**config.mk**
```make
export PLATFORM = sky130hd
export DESIGN_NAME = pointer_ctrl
export DESIGN_NICKNAME = d
export VERILOG_FILES = /design/src/rtl/pointer_pkg.sv /design/src/rtl/pointer_ctrl_btn_repeat.sv /design/src/rtl/pointer_ctrl.sv
export SDC_FILE = /design/constraint.sdc
export NUM_CORES = 1
export LEC_CHECK = 0
export ABC_AREA = 0
export CORE_MARGIN = 2
export CORE_UTILIZATION = 45
export DETAILED_ROUTE_END_ITERATION = 7
export PLACE_DENSITY = 0.57
export SYNTH_ARGS = -nofsm -noshare
export SYNTH_HDL_FRONTEND = slang
export SYNTH_SLANG_ARGS = --single-unit
```
**constraint.sdc**
```tcl
create_clock -name clk -period 3.6 [get_ports clk]
set_clock_uncertainty 0.05 [all_clocks]
set_input_delay 0.72 -clock clk [delete_from_list [all_inputs] [get_ports clk]]
set_output_delay 0.72 -clock clk [all_outputs]
set_load 0.02 [all_outputs]
```
**src/rtl/pointer_pkg.sv**
```systemverilog
// Shared types and constants for the board pointer controller.
package pointer_pkg;

  localparam int unsigned GRID_MAX_DEFAULT = 15;
  localparam int unsigned COORD_W          = 4;

  typedef enum logic {
    IDLE = 1'b0,
    REQ  = 1'b1
  } state_e;

  localparam int unsigned UP      = 0;
  localparam int unsigned DOWN    = 1;
  localparam int unsigned LEFT    = 2;
  localparam int unsigned RIGHT   = 3;
  localparam int unsigned NUM_DIR = 4;

  function automatic int unsigned max3(input int unsigned a, input int unsigned b,
                                       input int unsigned c);
    int unsigned m;
    m = (a > b) ? a : b;
    return (m > c) ? m : c;
  endfunction

endpackage

```
**src/rtl/pointer_ctrl_btn_repeat.sv**
```systemverilog
// Press detector with hold-to-repeat for one direction button; step is a
// registered one-cycle pulse on the press and on every repeat.
module btn_repeat #(
  parameter int unsigned REPEAT_FIRST = 25_000_000,
  parameter int unsigned REPEAT_NEXT  = 5_000_000,
  parameter int unsigned CW           = 25
) (
  input  logic clk,
  input  logic resetn,
  input  logic level,
  input  logic enable,
  output logic step
);

  logic          armed_q, armed_d;
  logic          prev_q, prev_d;
  logic          active_q, active_d;
  logic          first_q, first_d;
  logic [CW-1:0] cnt_q, cnt_d;
  logic          step_q, step_d;

  always_comb begin
    armed_d  = 1'b1;
    prev_d   = level;
    step_d   = 1'b0;
    active_d = active_q;
    first_d  = first_q;
    cnt_d    = cnt_q;
    if (!enable || !level) begin
      active_d = 1'b0;
      first_d  = 1'b0;
      cnt_d    = '0;
    end else if (armed_q && !prev_q) begin
      // armed_q masks levels already high when reset releases
      step_d   = 1'b1;
      active_d = 1'b1;
      first_d  = 1'b1;
      cnt_d    = '0;
    end else if (active_q) begin
      if (first_q && cnt_q == CW'(REPEAT_FIRST - 1)) begin
        step_d  = 1'b1;
        first_d = 1'b0;
        cnt_d   = '0;
      end else if (!first_q && cnt_q == CW'(REPEAT_NEXT - 1)) begin
        step_d = 1'b1;
        cnt_d  = '0;
      end else begin
        cnt_d = cnt_q + CW'(1);
      end
    end
  end

  always_ff @(posedge clk or negedge resetn) begin
    if (!resetn) begin
      armed_q  <= 1'b0;
      prev_q   <= 1'b0;
      active_q <= 1'b0;
      first_q  <= 1'b0;
      cnt_q    <= '0;
      step_q   <= 1'b0;
    end else begin
      armed_q  <= armed_d;
      prev_q   <= prev_d;
      active_q <= active_d;
      first_q  <= first_d;
      cnt_q    <= cnt_d;
      step_q   <= step_d;
    end
  end

  assign step = step_q;

endmodule

```
**src/rtl/pointer_ctrl.sv**
```systemverilog
// Cursor/placement controller: priority mux, wrapping X/Y cursor, place
// request handshake with timeout, and turn tracking.
module pointer_ctrl
  import pointer_pkg::*;
#(
  parameter int unsigned GRID_MAX     = GRID_MAX_DEFAULT,
  parameter int unsigned REPEAT_FIRST = 25_000_000,
  parameter int unsigned REPEAT_NEXT  = 5_000_000,
  parameter int unsigned ACK_TIMEOUT  = 1024
) (
  input  logic               clk,
  input  logic               resetn,
  input  logic               btn_up,
  input  logic               btn_down,
  input  logic               btn_left,
  input  logic               btn_right,
  input  logic               btn_place,
  input  logic               home,
  input  logic               place_ack,
  input  logic               place_reject,
  output logic [COORD_W-1:0] x_out,
  output logic [COORD_W-1:0] y_out,
  output logic               place_req,
  output logic               turn,
  output logic               busy,
  output logic               timeout_err
);

  localparam int unsigned CW = $clog2(max3(REPEAT_FIRST, REPEAT_NEXT, ACK_TIMEOUT) + 1);
  localparam logic [COORD_W-1:0] CMAX = COORD_W'(GRID_MAX);

  function automatic logic [COORD_W-1:0] wrap_inc(input logic [COORD_W-1:0] v);
    return (v == CMAX) ? '0 : v + 1'b1;
  endfunction

  function automatic logic [COORD_W-1:0] wrap_dec(input logic [COORD_W-1:0] v);
    return (v == '0) ? CMAX : v - 1'b1;
  endfunction

  state_e               state_q, state_d;
  logic [COORD_W-1:0]   x_q, x_d, y_q, y_d;
  logic                 place_req_q, place_req_d, busy_q, busy_d;
  logic                 turn_q, turn_d, timeout_err_q, timeout_err_d;
  logic [CW-1:0]        tmo_q, tmo_d;
  logic                 armed_q, place_prev_q, home_prev_q;
  logic                 place_ev_q, place_ev_d, home_ev_q, home_ev_d;
  logic                 ack_q, ack_d, rej_q, rej_d;
  logic                 idle;
  logic [NUM_DIR-1:0]   level, step;

  assign idle  = (state_q == IDLE);
  assign level = {btn_right, btn_left, btn_down, btn_up};

  for (genvar i = 0; i < NUM_DIR; i++) begin : g_dir
    btn_repeat #(
      .REPEAT_FIRST(REPEAT_FIRST),
      .REPEAT_NEXT (REPEAT_NEXT),
      .CW          (CW)
    ) u_rep (
      .clk   (clk),
      .resetn(resetn),
      .level (level[i]),
      .enable(idle),
      .step  (step[i])
    );
  end

  // Presses seen while in REQ are discarded here, not deferred.
  assign place_ev_d = armed_q && btn_place && !place_prev_q && idle;
  assign home_ev_d  = armed_q && home && !home_prev_q && idle;
  assign ack_d      = place_ack && place_req_q;
  assign rej_d      = place_reject && place_req_q;

  always_comb begin
    state_d       = state_q;
    x_d           = x_q;
    y_d           = y_q;
    place_req_d   = place_req_q;
    busy_d        = busy_q;
    turn_d        = turn_q;
    timeout_err_d = 1'b0;
    tmo_d         = tmo_q;
    unique case (state_q)
      IDLE: begin
        tmo_d = '0;
        if (home_ev_q) begin
          x_d = '0;
          y_d = '0;
        end else if (place_ev_q) begin
          state_d     = REQ;
          place_req_d = 1'b1;
          busy_d      = 1'b1;
        end else if (step[UP])    y_d = wrap_dec(y_q);
        else if (step[DOWN])      y_d = wrap_inc(y_q);
        else if (step[LEFT])      x_d = wrap_dec(x_q);
        else if (step[RIGHT])     x_d = wrap_inc(x_q);
      end
      REQ: begin
        if (ack_q || rej_q) begin
          state_d     = IDLE;
          place_req_d = 1'b0;
          busy_d      = 1'b0;
          if (!rej_q) turn_d = ~turn_q;
        end else if (tmo_q == CW'(ACK_TIMEOUT - 1)) begin
          state_d       = IDLE;
          place_req_d   = 1'b0;
          busy_d        = 1'b0;
          timeout_err_d = 1'b1;
        end else begin
          tmo_d = tmo_q + CW'(1);
        end
      end
      default: state_d = IDLE;
    endcase
  end

  always_ff @(posedge clk or negedge resetn) begin
    if (!resetn) begin
      state_q       <= IDLE;
      x_q           <= '0;
      y_q           <= '0;
      place_req_q   <= 1'b0;
      busy_q        <= 1'b0;
      turn_q        <= 1'b0;
      timeout_err_q <= 1'b0;
      tmo_q         <= '0;
      armed_q       <= 1'b0;
      place_prev_q  <= 1'b0;
      home_prev_q   <= 1'b0;
      place_ev_q    <= 1'b0;
      home_ev_q     <= 1'b0;
      ack_q         <= 1'b0;
      rej_q         <= 1'b0;
    end else begin
      state_q       <= state_d;
      x_q           <= x_d;
      y_q           <= y_d;
      place_req_q   <= place_req_d;
      busy_q        <= busy_d;
      turn_q        <= turn_d;
      timeout_err_q <= timeout_err_d;
      tmo_q         <= tmo_d;
      armed_q       <= 1'b1;
      place_prev_q  <= btn_place;
      home_prev_q   <= home;
      place_ev_q    <= place_ev_d;
      home_ev_q     <= home_ev_d;
      ack_q         <= ack_d;
      rej_q         <= rej_d;
    end
  end

  assign x_out       = x_q;
  assign y_out       = y_q;
  assign place_req   = place_req_q;
  assign turn        = turn_q;
  assign busy        = busy_q;
  assign timeout_err = timeout_err_q;

endmodule

```
# Word-level counts from Yosys, hierarchy flattened
# Index checks and enable logic that the tools add are counted.
# word_totals
ff_bits	160
input_bits	10
output_inout_bits	12
# op_classes
add_sub_neg	9
n_eq_ne	19
n_mux	94
bitwise_logic	3
reduce_logical	64
# ops
op	n
25-bit 2-to-1 mux	22
25-bit by 1-bit adder with 25-bit output (second input constant)	5
25-bit by 23-bit equality test with 1-bit output (second input constant)	4
25-bit equality test (second input constant)	4
4-bit 2-to-1 mux	14
1-bit 2-to-1 mux	55
25-bit one-hot mux with 2 select lines	1
3-bit nonzero test	10
25-bit by 10-bit equality test with 1-bit output (second input constant)	1
1-bit logical AND	20
1-bit logical NOT	14
2-bit != test (second input constant)	6
2-bit AND reduction	5
3-bit AND reduction	3
4-bit by 1-bit adder with 4-bit output (second input constant)	2
4-bit equality test (second input constant)	2
4-bit logical NOT	2
2-bit nonzero test	4
4-bit by 1-bit subtractor with 4-bit output (second input constant)	2
1-bit logical OR	5
5-bit AND reduction	1
1-bit one-hot mux with 2 select lines	2
3-bit by 1-bit != test with 1-bit output (second input constant)	1
1-bit inverter	3
2-bit by 1-bit != test with 1-bit output (second input constant)	1

# Logic depth before layout (Yosys ltp)
# depth
word_depth	8
mapped_depth	9
depth_no_buf	7

# Hierarchy
# From an unflattened synthesis, not the netlist that was laid out.
# hier_totals
cells_unflattened	994
hier_area_um2	9111.2
# by_module_without_submodules
module	instances	cells_each	area_each_um2
btn_repeat at g_dir[0].u_rep ...	3	185	1674.1
pointer_ctrl	1	252	2387.3
btn_repeat at g_dir[1].u_rep	1	187	1701.6

# Least setup slack after synthesis
# No wires, ideal clock.
# synth_path
path_type	reg2reg
from	reg g_dir[1].u_rep.cnt_q[17]
to	reg g_dir[1].u_rep.cnt_q[22]
setup_ns	0.126
arrival_time_ns	1.951
required_time_ns	3.424
path_slack_ns	1.473
path_stages_with_launch	7
path_buffers	1
cell_sequence	dfrtp_1 or4_4 nor4_4 a21bo_2 buf_6 o2111a_1 a221o_1
# synth_via
elab_chain_cells	7
elab_cells_between_ends	10
# synth_lines
element	line	rtl
start: declaration	pointer_ctrl_btn_repeat.sv:19	logic [CW-1:0] cnt_q, cnt_d;
start signal: assignment	pointer_ctrl_btn_repeat.sv:66	cnt_q <= cnt_d;
parallel branches: the longest is 3 deep, another holds 25-bit by 1-bit adder with 25-bit output	-	
25-bit 2-to-1 mux (*)	pointer_ctrl_btn_repeat.sv:40	if (first_q && cnt_q == CW'(REPEAT_FIRST - 1)) begin
25-bit 2-to-1 mux (*)	pointer_ctrl_btn_repeat.sv:39	end else if (active_q) begin
25-bit 2-to-1 mux (*)	pointer_ctrl_btn_repeat.sv:33	end else if (armed_q && !prev_q) begin
25-bit 2-to-1 mux (*)	pointer_ctrl_btn_repeat.sv:29	if (!enable || !level) begin
# Every way passes the cells marked *. The select of a mux whose other input is x is not followed.
# A chain may end at the register's enable or synchronous reset.

# Worst setup path in the final report
# layout_path
from	reg g_dir[3].u_rep.cnt_q[13]
to	reg g_dir[3].u_rep.cnt_q[8]
# layout_via
elab_chain_cells	7
elab_cells_between_ends	9
# layout_lines
element	line	rtl
start: declaration	pointer_ctrl_btn_repeat.sv:19	
start signal: assignment	pointer_ctrl_btn_repeat.sv:66	
25-bit by 23-bit equality test with 1-bit output	pointer_ctrl_btn_repeat.sv:44	end else if (!first_q && cnt_q == CW'(REPEAT_NEXT - 1)) begin
1-bit logical AND	pointer_ctrl_btn_repeat.sv:44	
25-bit 2-to-1 mux	pointer_ctrl_btn_repeat.sv:44	
25-bit 2-to-1 mux (*)	pointer_ctrl_btn_repeat.sv:40	
25-bit 2-to-1 mux (*)	pointer_ctrl_btn_repeat.sv:39	
25-bit 2-to-1 mux (*)	pointer_ctrl_btn_repeat.sv:33	
25-bit 2-to-1 mux (*)	pointer_ctrl_btn_repeat.sv:29	
# Mark *: on every way between the ends. The rest lies on a longest branch, timed or not. The select of a mux whose other input is x is not followed.

==> impl_summary.log <==
[metrics] post-synthesis sequential element count: 160
[metrics] Final Max Tran Viols: 0
[metrics] worst vdd ir: 0.295 mV
[metrics] Seq/Total Area, Yosys: 44.5%
[metrics] post-detailed-route wirelength per cell: ~17 microns
[metrics] syn nets: 1016
[metrics] pre-CTS worst setup slack: 0.842 ns
[metrics] fraction of final layout cells sized beyond drive strength 1: under 10%
[metrics] TNS Setup: 0 ns
[metrics] share of async-settable or async-resettable flops after synthesis: 100%
[metrics] Ports: 22
[metrics] delay of the slowest cell on the worst path: 0.69 ns
[metrics] vias in the first global route: approximately 7.2k
[metrics] met3 Use GR: 3.64%
[metrics] net switching fraction of the power: 28.2%
[metrics] FMAX: 385 MHz
[metrics] placer's final routability congestion estimate: 0.847
[metrics] CTS resizes: 0
[metrics] wire length after detailed routing: between 20000 and 25000 microns
[metrics] number of post-CTS setup repair buffers: 0
[metrics] DIE WIDTH: 145 microns
[metrics] Area contributors post-synth: dfrtp_1 (44%), nand3_1 (5.3%), nand4_1 (5.3%)
[metrics] Syn. warnings: 0
[metrics] placed cells: 1248
[metrics] Clk Latency, worst-skew pair: 0.43 ns
[metrics] measured slew at the worst slew-check pin: 1.02 ns
[metrics] TritonCTS clock tree: built
[metrics] sum of overflow across all layers after global routing: 0
[metrics] count of filler cells inserted in the layout: 1813
[metrics] port buffer count: 21
[metrics] overall die height: 145 microns
[metrics] setup repair after global routing missed its margin: false
[metrics] met1 demand-to-capacity share in global routing: between 30% and 40%
[metrics] portion of the clock cycle consumed by the worst path in the final layout: 72.2%
[metrics] Period minus WS final: 2.60 ns
[metrics] design internal power: 3.33 mW
[metrics] post-DP HPWL: 14800 microns
[metrics] clock buffers created by TritonCTS: 17
[metrics] placement-stage cell area: about 9500 sq um
[metrics] crit path launch type: flop
[metrics] wire length of the first global-routing pass: between 30000 and 40000 microns
[metrics] result of the run: completed
[metrics] Switch Pwr: roughly 1.3 mW
[metrics] DR iter-0 viols: 565
[metrics] gr usage total: 21.4%
[metrics] ordered list of cells on the worst path: or4b_2 > nor3_1 > o211ai_1 > buf_4 > a31oi_1 > a21oi_1
[metrics] endpoint of the lowest-slack register-to-register path: g_dir[3].u_rep.cnt_q[8]$_DFFE_PN0P_
[metrics] cell chosen for the clock root: clkbuf_16
[metrics] number of buffers on the longest clock path: 2
[metrics] class of the most critical hold timing path: in -> async
[metrics] Antenna diodes: 0
[metrics] clock sink count: 160
[metrics] count of cells along the worst register-to-register path: 6
[metrics] number of search-and-repair iterations in the first detailed-routing pass: 5
[metrics] area grow syn2layout: 12.5%
[metrics] synthesized area per cell: 9.03 sq um
[metrics] number of rows in the core area: 51
[metrics] number of library cell types mapped by synthesis: roughly 70
[metrics] final hold violation count: 0
[metrics] start-to-end type of the worst setup path: reg -> reg
[metrics] Slowest-stage cell, CP: or4b_2
[metrics] most used standard cell by instance count after synthesis: dfrtp_1
[metrics] Mapped Cells: 997
[metrics] Post-synth EDFFs: 0
[metrics] register share of total power: 43.3%
[metrics] largest net degree at the start of global routing: 67
[metrics] via total after detailed routing: 7895
[metrics] number of buffers inserted for hold repair after clock tree synthesis: 0
[metrics] fraction of synthesized cell area taken by the top area cell type: ~44%
[metrics] cell area power density: 458 nW/um^2
[metrics] biggest area consumer among synthesized cells: dfrtp_1
[metrics] core area: 19500 sq um
[metrics] arrival time of data at the critical path endpoint: 2.85 ns
[metrics] DIE AREA: 21200 sq um
[metrics] clk slew on worst S/H paths: around 0.070 ns
[metrics] smallest hold slack: 0.213 ns
[metrics] Gate power share: around 15%
[metrics] total leakage power: 3.82 nW
[metrics] slack of the worst reg-to-reg path: about 1 ns
[metrics] Non-Filler Instances: 1280
[metrics] Rel. slew slack: 31.4%
[metrics] area of all placed cells without fillers: ~10000 sq um
[metrics] final net count: roughly 1k
[metrics] kind of capture point of the worst setup path: flop
[metrics] initial cell density of the core: 46.1%
[metrics] number of nets with antenna violations after routing: 0
[metrics] initial antenna violation count: 0
[metrics] Reg-to-Reg Start: g_dir[3].u_rep.cnt_q[13]$_DFFE_PN0P_
[metrics] most instantiated flip-flop cell in the synthesis netlist: dfrtp_1
[metrics] highest net fanout along the worst path: 14
[metrics] final count of negative-setup-slack endpoints: 0
[metrics] combined area of all synthesized cells: 9000 sq um
[metrics] number of vias per cell: 6.17
[metrics] leading cell types by count after synthesis: dfrtp_1 (160), nand2_1 (111), nand3_1 (96), nand4_1 (76), clkbuf_1 (44)
[metrics] WP data required: just under 4 ns
[metrics] portion of total power attributed to the clock network: 41.4%
[metrics] drc violations: 0
[metrics] number of H-tree levels: 4
[metrics] worst-case setup margin in the final layout: 1.00 ns
[metrics] layer with the highest usage: met1
[metrics] met2 track utilization from global routing: 31.1%
[metrics] maxcap violations: 0
==> critical path, delay by kind of cell, from the launching register on <==
| kind | cells | cell delay, ns |
|---|---|---|
| AND/OR/NAND/NOR | 2 | 0.97 |
| AO/OA/AOI/OAI | 3 | 0.67 |
| flip-flops | 1 | 0.46 |
| buffers and inverters | 1 | 0.33 |
==> per-stage QoR <==
stage	total power, mW	utilization (%)
detailed placement	2.75	48.7
CTS	4.69	51.9
finish	4.63	51.9
floorplan	2.46	-
global route	4.87	51.9
global placement	2.75	48.7
==> routing by layer <==
| metal | up-vias | share of wire [%] |
|---|---|---|
| met5 | - | 0 |
| met4 | 0 | 1.4 |
| met3 | 21 | 3.6 |
| met2 | 171 | 43 |
| met1 | 3831 | 52 |
| li1 | 3872 | - |
==> flip-flops by register name, indices dropped and copies added (netlist names), 4 cells and up <==
register,count
g_dir.u_rep.active_q,4
g_dir.u_rep.cnt_q,100
g_dir.u_rep.first_q,4
g_dir.u_rep.prev_q,4
g_dir.u_rep.step,4
tmo_q,25
x_out,4
y_out,4
==> layout by cell type, fill, tap and decap left out, drive strengths merged, types with 4 or more instances in the layout <==
| master | n |
|---|---|
| a21boi | 13 |
| a21oi | 26 |
| a22oi | 5 |
| a31oi | 15 |
| a41oi | 7 |
| and2 | 22 |
| and3 | 22 |
| and4 | 12 |
| buf | 22 |
| clkbuf | 22 |
| clkdlybuf4s50 | 20 |
| dfrtp | 160 |
| ha | 9 |
| inv | 27 |
| mux2i | 6 |
| nand2 | 111 |
| nand2b | 10 |
| nand3 | 96 |
| nand4 | 76 |
| nand4bb | 4 |
| nor2 | 34 |
| nor2b | 10 |
| nor3 | 24 |
| nor4 | 20 |
| nor4bb | 4 |
| o2111ai | 7 |
| o211ai | 21 |
| o21ai | 40 |
| o311a | 4 |
| o311ai | 22 |
| o31ai | 32 |
| o41ai | 6 |
| or2 | 4 |
| or3 | 35 |
| or4 | 9 |
| xnor2 | 13 |
==> area by class of cell <==
type	instances	area, sq um	area share, %
multi-input cells	757	4710	46.5
flip-flops and latches	160	4000	39.5
clock buffers	22	474	4.68
repair buffers	42	369	3.65
well taps	265	332	3.27
clock inverters	10	150	1.48
inverters	24	90.1	0.890
==> worst max-delay path by stage <==
stage / from / endpoint / slack [ns] / cells past startpoint
4_1_cts: g_dir[3].u_rep.cnt_q[13]$_DFFE_PN0P_ / g_dir[3].u_rep.cnt_q[8]$_DFFE_PN0P_ / 1.02 / 6
5_1_grt: g_dir[0].u_rep.cnt_q[0]$_DFFE_PN0P_ / g_dir[0].u_rep.cnt_q[24]$_DFFE_PN0P_ / 0.73 / 7
3_5_place_dp: btn_right / g_dir[3].u_rep.cnt_q[22]$_DFFE_PN0P_ / 0.84 / 6
2_1_floorplan: g_dir[1].u_rep.cnt_q[17]$_DFFE_PN0P_ / g_dir[1].u_rep.cnt_q[22]$_DFFE_PN0P_ / 1.47 / 6
6_report: g_dir[3].u_rep.cnt_q[13]$_DFFE_PN0P_ / g_dir[3].u_rep.cnt_q[8]$_DFFE_PN0P_ / 1.00 / 6
3_3_place_gp: btn_right / g_dir[3].u_rep.cnt_q[22]$_DFFE_PN0P_ / 0.90 / 6
==> kinds of logic (layout without fill, tap and decap cells) <==
logic type / after synthesis / in the layout / synth area share (%)
simple gates: 504 / 504 / 30.9
compound gates: 224 / 224 / 17.8
flops: 160 / 160 / 44.5
buf+inv: 80 / 98 / 3.57
xor+xnor: 13 / 13 / 1.26
fa+ha+maj: 9 / 9 / 1.25
mux: 6 / 6 / 0.667
other cells: 1 / 1 / 0.0416
==> power groups by stage <==
stage	clock, mW	sequential, mW	combinational (mW)
6_report	1.92	2.01	0.711
5_1_grt	2.05	2.02	0.797
3_5_place_dp	0	2.04	0.713
2_1_floorplan	0	2.05	0.410
3_3_place_gp	0	2.04	0.709
4_1_cts	1.97	2.01	0.716
(Power assumes the default switching activity.)
